`src/rtl/reg_file_cmd_ctrl_pkg.sv`:
```
`default_nettype none
// +----------------------------------------------------------------------+
// | reg_file_ctrl_pkg : shared types/constants for the register-file     |
// | command sequencer.                            Revision: 1.0          |
// +----------------------------------------------------------------------+
package reg_file_ctrl_pkg;

  localparam int ADDR_W = 3;
  localparam int DATA_W = 16;
  localparam int TIMEOUT_CYCLES_DEFAULT = 1024;

  localparam logic [7:0] CMD_WR = 8'hAA;
  localparam logic [7:0] CMD_RD = 8'hBB;

  typedef enum logic [3:0] {
    S_IDLE    = 4'd0,
    S_WR_ADDR = 4'd1,
    S_WR_DLO  = 4'd2,
    S_WR_DHI  = 4'd3,
    S_WR_EXEC = 4'd4,
    S_RD_ADDR = 4'd5,
    S_RD_EXEC = 4'd6,
    S_RD_WAIT = 4'd7,
    S_TX_LO   = 4'd8,
    S_TX_HI   = 4'd9
  } state_t;

  // States in which a partially received frame is waiting for its next byte.
  function automatic logic is_frame_wait(state_t s);
    return (s == S_WR_ADDR) || (s == S_WR_DLO) || (s == S_WR_DHI) || (s == S_RD_ADDR);
  endfunction

endpackage
`default_nettype wire

```
`src/rtl/reg_file_cmd_ctrl_if.sv`:
```
`default_nettype none
// +----------------------------------------------------------------------+
// | reg_file_cmd_ctrl_if : RX / TX / register-file port bundle.          |
// |                                               Revision: 1.0          |
// +----------------------------------------------------------------------+
interface reg_file_cmd_ctrl_if;
  import reg_file_ctrl_pkg::*;

  logic [7:0]        RX_Data;
  logic              RX_Valid;
  logic [DATA_W-1:0] RF_RdData;
  logic [ADDR_W-1:0] RF_Address;
  logic [DATA_W-1:0] RF_WrData;
  logic              RF_WrEn;
  logic              RF_RdEn;
  logic [7:0]        TX_Data;
  logic              TX_Valid;
  logic              TX_Ready;
  logic              Busy;
  logic              Frame_Err;

  modport master (
    input  RX_Data, RX_Valid, RF_RdData, TX_Ready,
    output RF_Address, RF_WrData, RF_WrEn, RF_RdEn, TX_Data, TX_Valid, Busy, Frame_Err
  );

  modport slave (
    output RX_Data, RX_Valid, RF_RdData, TX_Ready,
    input  RF_Address, RF_WrData, RF_WrEn, RF_RdEn, TX_Data, TX_Valid, Busy, Frame_Err
  );
endinterface
`default_nettype wire

```
`src/rtl/reg_file_cmd_ctrl_frame_timeout.sv`:
```
`default_nettype none
// +----------------------------------------------------------------------+
// | frame_timeout : down-counter that flags CYCLES idle cycles.          |
// |                                               Revision: 1.0          |
// +----------------------------------------------------------------------+
module frame_timeout #(
  parameter int CYCLES = 1024
) (
  input  logic CLK,
  input  logic RST,
  input  logic clr,
  input  logic en,
  output logic expire
);
  localparam int CNT_W = $clog2(CYCLES + 1);
  localparam logic [CNT_W-1:0] LOAD = CNT_W'(CYCLES - 1);

  logic [CNT_W-1:0] cnt_q, cnt_d;

  always_comb begin
    cnt_d = cnt_q;
    if (clr)
      cnt_d = LOAD;
    else if (en && (cnt_q != '0))
      cnt_d = cnt_q - 1'b1;
  end

  always_ff @(posedge CLK or negedge RST) begin
    if (!RST) cnt_q <= LOAD;
    else      cnt_q <= cnt_d;
  end

  // A clear in the expiring cycle (a byte arrived) wins over the timeout.
  assign expire = en && !clr && (cnt_q == '0);
endmodule
`default_nettype wire

```
`src/rtl/reg_file_cmd_ctrl.sv`:
```
`default_nettype none
// +----------------------------------------------------------------------+
// | reg_file_cmd_ctrl : parses RX byte frames into register-file         |
// | accesses and returns read data on TX. Option: REGFILE_CTRL_TIMEOUT_EN|
// |                                               Revision: 1.0          |
// +----------------------------------------------------------------------+
module reg_file_cmd_ctrl
  import reg_file_ctrl_pkg::*;
#(
  parameter int TIMEOUT_CYCLES = TIMEOUT_CYCLES_DEFAULT
) (
  input  logic CLK,
  input  logic RST,
  reg_file_cmd_ctrl_if.master bus
);
  state_t            state_q, state_d;
  logic [ADDR_W-1:0] addr_q, addr_d;
  logic [DATA_W-1:0] wdata_q, wdata_d;
  logic [DATA_W-1:0] hold_q, hold_d;
  logic              wr_en_q, wr_en_d;
  logic              rd_en_q, rd_en_d;
  logic              frame_err_q, frame_err_d;
  logic              w_timeout;
  logic              w_wait;

  assign w_wait = is_frame_wait(state_q);

`ifdef REGFILE_CTRL_TIMEOUT_EN
  frame_timeout #(.CYCLES(TIMEOUT_CYCLES)) u_frame_timeout (
    .CLK    (CLK),
    .RST    (RST),
    .clr    (!w_wait || bus.RX_Valid),
    .en     (w_wait),
    .expire (w_timeout)
  );
`else
  logic unused_timeout_cfg;
  assign unused_timeout_cfg = (TIMEOUT_CYCLES == 0);
  assign w_timeout          = 1'b0;
`endif

  always_comb begin
    state_d     = state_q;
    addr_d      = addr_q;
    wdata_d     = wdata_q;
    hold_d      = hold_q;
    wr_en_d     = 1'b0;
    rd_en_d     = 1'b0;
    frame_err_d = 1'b0;
    case (state_q)
      S_IDLE: if (bus.RX_Valid) begin
        if (bus.RX_Data == CMD_WR)      state_d = S_WR_ADDR;
        else if (bus.RX_Data == CMD_RD) state_d = S_RD_ADDR;
        else                            frame_err_d = 1'b1;
      end
      S_WR_ADDR, S_RD_ADDR: begin
        if (bus.RX_Valid) begin
          addr_d = bus.RX_Data[ADDR_W-1:0];
          if (bus.RX_Data[7:ADDR_W] != '0) begin
            frame_err_d = 1'b1;
            state_d     = S_IDLE;
          end else if (state_q == S_WR_ADDR) begin
            state_d = S_WR_DLO;
          end else begin
            rd_en_d = 1'b1;
            state_d = S_RD_EXEC;
          end
        end else if (w_timeout) begin
          frame_err_d = 1'b1;
          state_d     = S_IDLE;
        end
      end
      S_WR_DLO, S_WR_DHI: begin
        if (bus.RX_Valid) begin
          if (state_q == S_WR_DLO) begin
            wdata_d[7:0] = bus.RX_Data;
            state_d      = S_WR_DHI;
          end else begin
            wdata_d[15:8] = bus.RX_Data;
            wr_en_d       = 1'b1;
            state_d       = S_WR_EXEC;
          end
        end else if (w_timeout) begin
          frame_err_d = 1'b1;
          state_d     = S_IDLE;
        end
      end
      // Busy states: any incoming byte is discarded and flagged.
      S_WR_EXEC: begin
        frame_err_d = bus.RX_Valid;
        state_d     = S_IDLE;
      end
      S_RD_EXEC: begin
        frame_err_d = bus.RX_Valid;
        state_d     = S_RD_WAIT;
      end
      S_RD_WAIT: begin
        frame_err_d = bus.RX_Valid;
        hold_d      = bus.RF_RdData;
        state_d     = S_TX_LO;
      end
      S_TX_LO: begin
        frame_err_d = bus.RX_Valid;
        if (bus.TX_Ready) state_d = S_TX_HI;
      end
      S_TX_HI: begin
        frame_err_d = bus.RX_Valid;
        if (bus.TX_Ready) state_d = S_IDLE;
      end
      default: state_d = S_IDLE;
    endcase
  end

  always_ff @(posedge CLK or negedge RST) begin
    if (!RST) begin
      state_q     <= S_IDLE;
      addr_q      <= '0;
      wdata_q     <= '0;
      hold_q      <= '0;
      wr_en_q     <= 1'b0;
      rd_en_q     <= 1'b0;
      frame_err_q <= 1'b0;
    end else begin
      state_q     <= state_d;
      addr_q      <= addr_d;
      wdata_q     <= wdata_d;
      hold_q      <= hold_d;
      wr_en_q     <= wr_en_d;
      rd_en_q     <= rd_en_d;
      frame_err_q <= frame_err_d;
    end
  end

  assign bus.RF_Address = addr_q;
  assign bus.RF_WrData  = wdata_q;
  assign bus.RF_WrEn    = wr_en_q;
  assign bus.RF_RdEn    = rd_en_q;
  assign bus.Frame_Err  = frame_err_q;
  assign bus.Busy       = (state_q != S_IDLE);
  assign bus.TX_Valid   = (state_q == S_TX_LO) || (state_q == S_TX_HI);
  assign bus.TX_Data    = (state_q == S_TX_LO) ? hold_q[7:0]  :
                          (state_q == S_TX_HI) ? hold_q[15:8] : 8'h00;
endmodule
`default_nettype wire

```
`src/flat_wrapper.sv`:
```
// flat-port wrapper written by rule: the top's interface ports become plain ports
module reg_file_cmd_ctrl_flat import reg_file_ctrl_pkg::*;
#(
  parameter int TIMEOUT_CYCLES = TIMEOUT_CYCLES_DEFAULT
)
  (CLK, RST, bus_RX_Data, bus_RX_Valid, bus_RF_RdData, bus_TX_Ready, bus_RF_Address, bus_RF_WrData, bus_RF_WrEn, bus_RF_RdEn, bus_TX_Data, bus_TX_Valid, bus_Busy, bus_Frame_Err);
  reg_file_cmd_ctrl_if bus_i ();
  input  logic CLK;
  input  logic RST;
  input wire logic [$bits(bus_i.RX_Data)-1:0] bus_RX_Data;
  input wire logic [$bits(bus_i.RX_Valid)-1:0] bus_RX_Valid;
  input wire logic [$bits(bus_i.RF_RdData)-1:0] bus_RF_RdData;
  input wire logic [$bits(bus_i.TX_Ready)-1:0] bus_TX_Ready;
  output wire logic [$bits(bus_i.RF_Address)-1:0] bus_RF_Address;
  output wire logic [$bits(bus_i.RF_WrData)-1:0] bus_RF_WrData;
  output wire logic [$bits(bus_i.RF_WrEn)-1:0] bus_RF_WrEn;
  output wire logic [$bits(bus_i.RF_RdEn)-1:0] bus_RF_RdEn;
  output wire logic [$bits(bus_i.TX_Data)-1:0] bus_TX_Data;
  output wire logic [$bits(bus_i.TX_Valid)-1:0] bus_TX_Valid;
  output wire logic [$bits(bus_i.Busy)-1:0] bus_Busy;
  output wire logic [$bits(bus_i.Frame_Err)-1:0] bus_Frame_Err;
  assign bus_i.RX_Data = bus_RX_Data;
  assign bus_i.RX_Valid = bus_RX_Valid;
  assign bus_i.RF_RdData = bus_RF_RdData;
  assign bus_i.TX_Ready = bus_TX_Ready;
  assign bus_RF_Address = bus_i.RF_Address;
  assign bus_RF_WrData = bus_i.RF_WrData;
  assign bus_RF_WrEn = bus_i.RF_WrEn;
  assign bus_RF_RdEn = bus_i.RF_RdEn;
  assign bus_TX_Data = bus_i.TX_Data;
  assign bus_TX_Valid = bus_i.TX_Valid;
  assign bus_Busy = bus_i.Busy;
  assign bus_Frame_Err = bus_i.Frame_Err;
  reg_file_cmd_ctrl #(.TIMEOUT_CYCLES(TIMEOUT_CYCLES)) u_core (.CLK(CLK), .RST(RST), .bus(bus_i));
endmodule
```
`config.mk`:
```
export PLATFORM = sky130hd
export DESIGN_NAME = reg_file_cmd_ctrl_flat
export DESIGN_NICKNAME = d
export VERILOG_FILES = /design/src/rtl/reg_file_cmd_ctrl_pkg.sv /design/src/rtl/reg_file_cmd_ctrl_if.sv /design/src/rtl/reg_file_cmd_ctrl_frame_timeout.sv /design/src/rtl/reg_file_cmd_ctrl.sv /design/src/flat_wrapper.sv
export SDC_FILE = /design/constraint.sdc
export NUM_CORES = 1
export LEC_CHECK = 0
export ABC_AREA = 1
export CAP_MARGIN = 20
export CORE_ASPECT_RATIO = 2
export CORE_MARGIN = 1.5
export CORE_UTILIZATION = 36
export DETAILED_ROUTE_END_ITERATION = 12
export PLACE_DENSITY_LB_ADDON = 0.15
export SLEW_MARGIN = 40
export SYNTH_ARGS = -nofsm -noshare
export SYNTH_HDL_FRONTEND = slang
export SYNTH_SLANG_ARGS = --single-unit
```
`constraint.sdc`:
```
create_clock -name CLK -period 1.8 [get_ports CLK]
set_input_delay 0.36 -clock CLK [delete_from_list [all_inputs] [get_ports CLK]]
set_output_delay 0.36 -clock CLK [all_outputs]
set_load 0.02 [all_outputs]
```
* Word level (Yosys, flattened, before mapping) *
Index checks and enable logic that the tools add are counted.

storage, ports and cells
  flip-flop bits (word level) = 42
  input bits = 28
  output and inout bits = 32
  word-level logic and storage cells = 63

operators by class
  equal/unequal tests = 17
  multiplexer cells = 26
  bitwise gates (word level) = 1
  reduce and logical (&&, ||, !) cells = 11

operators by type and width
  cell                                           number
  2-to-1 mux 4 bit                               8
  one-hot mux 4 bit (7 select lines)             1
  == test 4 x 3 -> 1 bit, second input constant  4
  == test 8 bit, second input constant           2
  2-to-1 mux 8 bit                               2
  2-to-1 mux 1 bit                               12
  != test 2 bit, second input constant           5
  == test 4 x 2 -> 1 bit, second input constant  2
  == test 4 bit, second input constant           2
  2-to-1 mux 3 bit                               2
  AND reduction 3 bit                            2
  AND reduction 6 bit                            1
  nonzero test 5 bit                             1
  OR reduction 5 bit                             1
  == test 4 x 1 -> 1 bit, second input constant  1
  zero test 4 bit                                1
  nonzero test 4 bit                             1
  OR reduction 2 bit                             2
  != test 3 x 1 -> 1 bit, second input constant  1
  one-hot mux 1 bit (3 select lines)             1
  AND reduction 2 bit                            1
  logical OR 1 bit                               1
  NOT 1 bit                                      1

* Logic depth before layout (Yosys ltp) *
Gate-level depths: netlist of run 1.

  word-level depth = 5
  gate-level depth with buffers = 9
  depth with buffers taken out = 9

* Least setup slack after synthesis of run 1 *
Ideal clock, no wire load.

  kind = register to output
  start = reg u_core.state_q[2]
  end = out bus_TX_Data[0]
  arrival = 1.174 ns
  slack = 0.266 ns
  stages on the path, launching flop included = 5
  path buffers = 1
  path through = dfrtp_1 nor3_1 buf_2 nand3_1 nand2_1

between the ends
  cells in the longest elaborated chain, start to end = 3

ends and longest elaborated chain
  what                      line                      source
  start: declaration        reg_file_cmd_ctrl.sv:16   state_t state_q, state_d;
  start signal: assignment  reg_file_cmd_ctrl.sv:124  state_q <= state_d;
  == test 4 bit             reg_file_cmd_ctrl.sv:142  (state_q == S_TX_HI) ? hold_q[15:8] : 8'h00;
  2-to-1 mux 8 bit          reg_file_cmd_ctrl.sv:142
  2-to-1 mux 8 bit *        reg_file_cmd_ctrl.sv:141  assign bus.TX_Data = (state_q == S_TX_LO) ? hold_q[7:0] :
  end: declaration          flat_wrapper.sv:18        output wire logic [$bits(bus_i.TX_Data)-1:0] bus_TX_Data;

Every way passes the cells marked *; elsewhere a longest branch is shown, timed or not.

* Worst setup path in the final report of run 1 *
  start = reg u_core.state_q[2]
  end = out bus_TX_Data[7]

Same word-level chain as after synthesis.

==> results of run 1 <==
-- layout make-up --
cell class,count,area (um^2)
inverter,20,75.1
clock buffer,7,76.3
timing repair buffer,76,716
tap,58,72.6
multi-input combinational,144,807
fill,495,2390
sequential,42,1050
-- cell families after synthesis --
logic type             after synthesis
buffers and inverters               26
AND/OR/NAND/NOR                    104
flip-flops                          42
AO/OA/AOI/OAI                       24
multiplexers                        16
-- what timing repair did --
item,CTS,global route
resized for setup,36,16
pin swaps,1,4
buffers inserted,3,0
endpoints found under the hold margin,0,0
hold buffers,0,0
cloned,0,1
endpoints found under the setup margin,10,10
-- final timing paths --
| check | end | slack, ns | cells after the start |
|---|---|---|---|
| worst max-delay path | bus_TX_Data[7] | 0.05 | 6 |
| worst min-delay path | u_core.bus.RF_WrEn | -0.005 | 1 |
| worst max register to register | u_core.state_q[1] | 0.22 | 11 |
| worst min register to register | u_core.bus.RF_WrData[9] | 0.49 | 2 |
| max in group asynchronous | u_core.hold_q[13] | 1.32 | 2 |
| min in group CLK | u_core.bus.RF_WrData[9] | 0.49 | 2 |
-- state kept, by name (all words and copies together) (netlist names) --
signal,flops
u_core.bus.Frame_Err,1
u_core.bus.RF_Address,3
u_core.bus.RF_RdEn,1
u_core.bus.RF_WrData,16
u_core.bus.RF_WrEn,1
u_core.hold_q,16
u_core.state_q,4
-- power by group through the flow --
| stage | Combinational, mW | Sequential (mW) | Clock, mW |
|---|---|---|---|
| final | 1.81 | 1.61 | 0.565 |
| after global routing | 2.00 | 1.66 | 0.620 |
| after CTS | 1.82 | 1.62 | 0.591 |
| after detailed placement | 1.78 | 1.63 | 0 |
| after global placement | 1.76 | 1.62 | 0 |
| after floorplan | 0.767 | 1.82 | 0 |
-- cell usage in the layout (no fill, tap or decap), drive strengths merged, types with 8 or more instances in the layout --
cell / Yosys / final
mux2: 16 / 16
o21ai: 21 / 21
nand2: 63 / 63
clkdlybuf4s50: 0 / 48
inv: 20 / 20
clkbuf: 0 / 8
buf: 6 / 26
nor2: 16 / 16
nand3: 23 / 23
dfrtp: 42 / 42
-- routing by layer --
metal / GRT usage [%] / share of wire (%)
met4: 7.67 / 3.4
met3: 3.47 / 5.0
met1: 17.8 / 37
met5: 0 / 0
met2: 32.3 / 54
==> flow_metrics.py, run 1 <==
metrics = {
    "clock_tree": {
        "insertion_delay_ns": 0.29,
        "cts_root_buffer": "clkbuf_8",
        "numClockSinks": 42,
        "cts_tree": "built",
        "cts_buffer_depth": 2,
        "numCtsBuffers": 5,
        "path_clk_slew_ns": 0.08,
        "htree_num_levels": 2,
    },
    "synth": {
        "mappedNetlistArea_um2": 1960,
        "synth_common_cells": "nand2_1 (61), dfrtp_1 (42), nand3_1 (22)",
        "synth-simple-area-share_pct": 23.6,
        "ys.flop_type": "dfrtp_1",
        "netlist_instances": 212,
        "synth_nets": 240,
        "synth_seq_cells": 42,
        "yosys.area.top_type": "dfrtp_1",
        "synthArstFlopShare_pct": 100,
        "synth_top_area_share_pct": 53.7,
        "synthMuxAreaShare_pct": 10.9,
        "ys_seq_area_share_pct": 53.7,
        "synth_area_leaders": "dfrtp_1 (54%), nand2_1 (12%), mux2_4 (6.9%)",
        "ys_warn_count": 0,
        "synth_cell_types": 21,
        "synthXorXnorAreaFrac_pct": 0,
        "post-synth-top-count-cell": "nand2_1",
        "synth_top_family_by_area": "simple AND/OR/NAND/NOR gates",
        "synth_fa_ha_area_share_pct": 0,
        "synth_area_per_cell_um2": 9.24,
        "synth_edf_count": 0,
        "synth-compound-area-share_pct": 6.13,
    },
    "power_and_ir_drop": {
        "p_sw_share_pct": 36.2,
        "p_seq_share_pct": 40.3,
        "p_clk_share_pct": 14.2,
        "p_int_mw": 2.54,
        "p_sw_mw": 1.44,
        "p_per_area_nw_per_um2": 1430,
        "p_leak_nw": 1.42,
        "p_total_mw": 3.99,
        "power_frac_comb_pct": 45.5,
        "irDropWorstVdd_mv": 0.937,
    },
    "cells_and_area": {
        "stdcell_area_um2": 2800,
        "drive_gt1_share_pct": 21.1,
        "syn2layout_area_growth_pct": 42.9,
        "fin_cells": 347,
        "finalNetCount": 317,
        "post-route-util_pct": 54.0,
        "num_antenna_cells": 0,
    },
    "sta": {
        "worst_slew_pin_slew_ns": 0.432,
        "fin_worst_skew_ns": 0.00694,
        "worst_slack_ns": 0.0492,
        "slew_violations": 0,
        "relSlewSlack_pct": 71.2,
        "rsz0062_at_grt": "yes",
        "tns_ns": 0,
        "whs_ns": -0.00532,
        "fmax_mhz": 571,
        "finalHoldViolCount": 4,
        "setup_violations": 0,
        "fin_crit_sh_pct": 97.3,
        "fin_crit_ns": 1.75,
    },
    "placement": {
        "place_hpwl_um": 3620,
        "gp_congestion": 0.847,
        "dpl.cell_count": 336,
        "port_buffers": 59,
        "placed_area_um2": 2690,
        "pre_cts_slack_ns": -0.103,
    },
    "critical_path": {
        "crit_buf_inv": 3,
        "arrival_ns": 1.39,
        "crit_path_end_kind": "primary output",
        "crit_family": "buffers and inverters",
        "crit_start": "u_core.state_q[2]",
        "r2r_start": "u_core.state_q[1]",
        "critPathSlowestCell": "dfrtp_1",
        "worstSetupStartpointType": "register",
        "cp_max_fo": 5,
        "crit_chain": "buf_4 > nor2_4 > buf_4 > nand3_1 > nand2_1 > buf_4",
        "required_ns": 1.44,
        "slowest_delay_ns": 0.40,
        "path_common_cell": "buf_4",
        "worstSetupPathType": "reg2out",
    },
    "drt": {
        "dr_total_vias": 1703,
        "routed_wl_um": 4760,
        "wire_per_inst_um": 13.7,
        "drc_errors": 0,
        "drt.antenna.violating_nets": 0,
        "first_pass_iters": 4,
        "vias_per_cell": 4.91,
        "drt_iter0_markers": 27,
    },
    "worst_hold_path": {
        "min_path_type": "in2async",
    },
    "job": {
        "max-cap-violations": 0,
    },
    "floorplanning": {
        "die_w_um": 55.2,
        "core-area_um2": 5180,
        "die_y_um": 107,
        "start_util_pct": 37.8,
        "pin_count": 60,
        "row_count": 37,
        "dieArea_um2": 5920,
    },
    "grt": {
        "grt_start_max_net_pins": 26,
        "grt_pass1_vias": 1716,
        "grtUsageTotal_pct": 17.6,
        "grt_overflow": 0,
        "grt_pass1_wl_um": 7570,
        "antenna_found_initial": 0,
    },
    "run_status": {
        "violations": "hold timing",
        "status": "finished, violations left",
    },
}
No activity file was read; power rests on OpenSTA's default activity.
==> run 2: changes to the inputs <==
CORE_UTILIZATION = 42   (was 36)
TNS_END_PERCENT = 100   (was unset)
clock period = 1.58 ns   (was 1.8 ns; I/O delays follow)
==> flow_metrics.py, run 2 (synthesis gave the netlist of run 1 again) <==
metrics = {
    "critical_path": {
        "path_common_cell": "buf_6",
        "cp_max_fo": 5,
        "critPathSlowestCell": "dfrtp_1",
        "slowest_delay_ns": 0.41,
        "crit_path_end_kind": "primary output",
        "arrival_ns": 1.40,
        "crit_buf_inv": 3,
        "crit_family": "buffers and inverters",
        "required_ns": 1.26,
        "worstSetupStartpointType": "register",
        "crit_chain": "buf_4 > nor2_4 > buf_6 > nand3_1 > nand2_1 > buf_6",
        "worstSetupPathType": "reg2out",
    },
    "placement": {
        "place_hpwl_um": 3360,
        "pre_cts_slack_ns": -0.309,
        "dpl.cell_count": 338,
        "gp_congestion": 0.786,
        "port_buffers": 59,
        "placed_area_um2": 2710,
    },
    "sta": {
        "fmax_mhz": 582,
        "slew_violations": 0,
        "rsz0062_at_grt": "yes",
        "tns_ns": -1.02,
        "fin_crit_ns": 1.72,
        "setup_violations": 8,
        "finalHoldViolCount": 0,
        "worst_slack_ns": -0.138,
        "relSlewSlack_pct": 74.2,
        "worst_slew_pin_slew_ns": 0.386,
        "whs_ns": 0.448,
        "fin_crit_sh_pct": 109,
        "fin_worst_skew_ns": 0.00426,
    },
    "cells_and_area": {
        "syn2layout_area_growth_pct": 53.9,
        "num_antenna_cells": 0,
        "most-common-layout-cells": "nand2_1 (57), dfrtp_1 (41), clkdlybuf4s50_1 (26)",
        "fin_cells": 357,
        "drive_gt1_share_pct": 27.8,
        "layout_commonest_cell": "nand2_1",
        "stdcell_area_um2": 3010,
        "finalNetCount": 329,
        "post-route-util_pct": 66.2,
    },
    "floorplanning": {
        "core-area_um2": 4550,
        "die_w_um": 51.3,
        "dieArea_um2": 5110,
        "row_count": 35,
        "pin_count": 60,
        "start_util_pct": 43.0,
        "die_y_um": 99.6,
    },
    "drt": {
        "drt_iter0_markers": 39,
        "wire_per_inst_um": 14.1,
        "routed_wl_um": 5040,
        "first_pass_iters": 4,
        "vias_per_cell": 5.01,
        "dr_total_vias": 1789,
        "drt.antenna.violating_nets": 0,
        "drc_errors": 0,
    },
    "grt": {
        "grt_pass1_vias": 1766,
        "grt_pass1_wl_um": 7820,
        "grtUsageTotal_pct": 20.6,
        "grt_overflow": 0,
        "antenna_found_initial": 0,
        "grt_start_max_net_pins": 18,
    },
    "clock_tree": {
        "cts_tree": "built",
        "cts_buffer_depth": 2,
        "numCtsBuffers": 5,
        "insertion_delay_ns": 0.30,
        "htree_num_levels": 2,
        "path_clk_slew_ns": 0.08,
        "numClockSinks": 42,
        "cts_root_buffer": "clkbuf_8",
    },
    "power_and_ir_drop": {
        "irDropWorstVdd_mv": 1.11,
        "p_total_mw": 4.81,
        "p_per_area_nw_per_um2": 1590,
        "p_leak_nw": 1.74,
    },
    "run_status": {
        "violations": "setup timing",
        "status": "finished, violations left",
    },
    "job": {
        "max-cap-violations": 0,
    },
    "worst_hold_path": {
        "min_path_type": "in2async",
    },
}
-- run 2: final timing paths --
path | depth (start not counted) | endpoint | start | slack (ns)
min | 2 | u_core.bus.RF_WrData[5] | RST | 0.45
min reg2reg | 2 | u_core.bus.RF_WrData[8] | u_core.bus.RF_WrData[8] | 0.48
max | 6 | bus_TX_Data[4] | u_core.state_q[2] | -0.14
min in group CLK | 2 | u_core.bus.RF_WrData[8] | u_core.bus.RF_WrData[8] | 0.48
max reg2reg | 6 | u_core.hold_q[11] | u_core.state_q[1] | 0.05
max in group asynchronous | 3 | u_core.bus.RF_WrData[2] | RST | 0.59
-- run 2: area by class of cell --
class	instances	area, um^2
tap	55	68.8
multi-input combinational	147	887
timing repair buffer	85	821
fill	383	1540
clock inverter	2	37.5
sequential	42	1050
inverter	20	75.1
clock buffer	6	72.6
-- run 2: timing repair --
item | 4_1_cts | 5_1_grt
buffers inserted | 5 | 1
endpoints found under the hold margin | 14 | 0
setup endpoints to repair | 21 | 60
cloned | 2 | 2
hold buffers | 1 | 0
pin swaps | 4 | 2
resized for setup | 75 | 27
-- run 2: metal layers --
metal  part of all wire (%)  global-route usage (%)  wire length [um]  up-vias
met1                     35                    20.4              1750      838
li1                       -                       -                 -      859
met2                     57                    38.7              2870       71
met5                      0                       0                 0        -
met4                    4.3                    10.5               216        0
met3                    4.1                    4.05               204       21
-- run 2: report_power, final --
part	internal (mW)	leakage [nW]	switching (mW)	total, mW
clock	0.471	0.0514	0.373	0.844
sequential	1.55	0.536	0.276	1.82
combinational	1.03	1.16	1.11	2.14
==> run 3: changes to the inputs <==
HOLD_SLACK_MARGIN = 0.12   (was unset)
==> results of run 3 <==
Same layout as run 2: the final DEF is identical, and so are final timing and power.
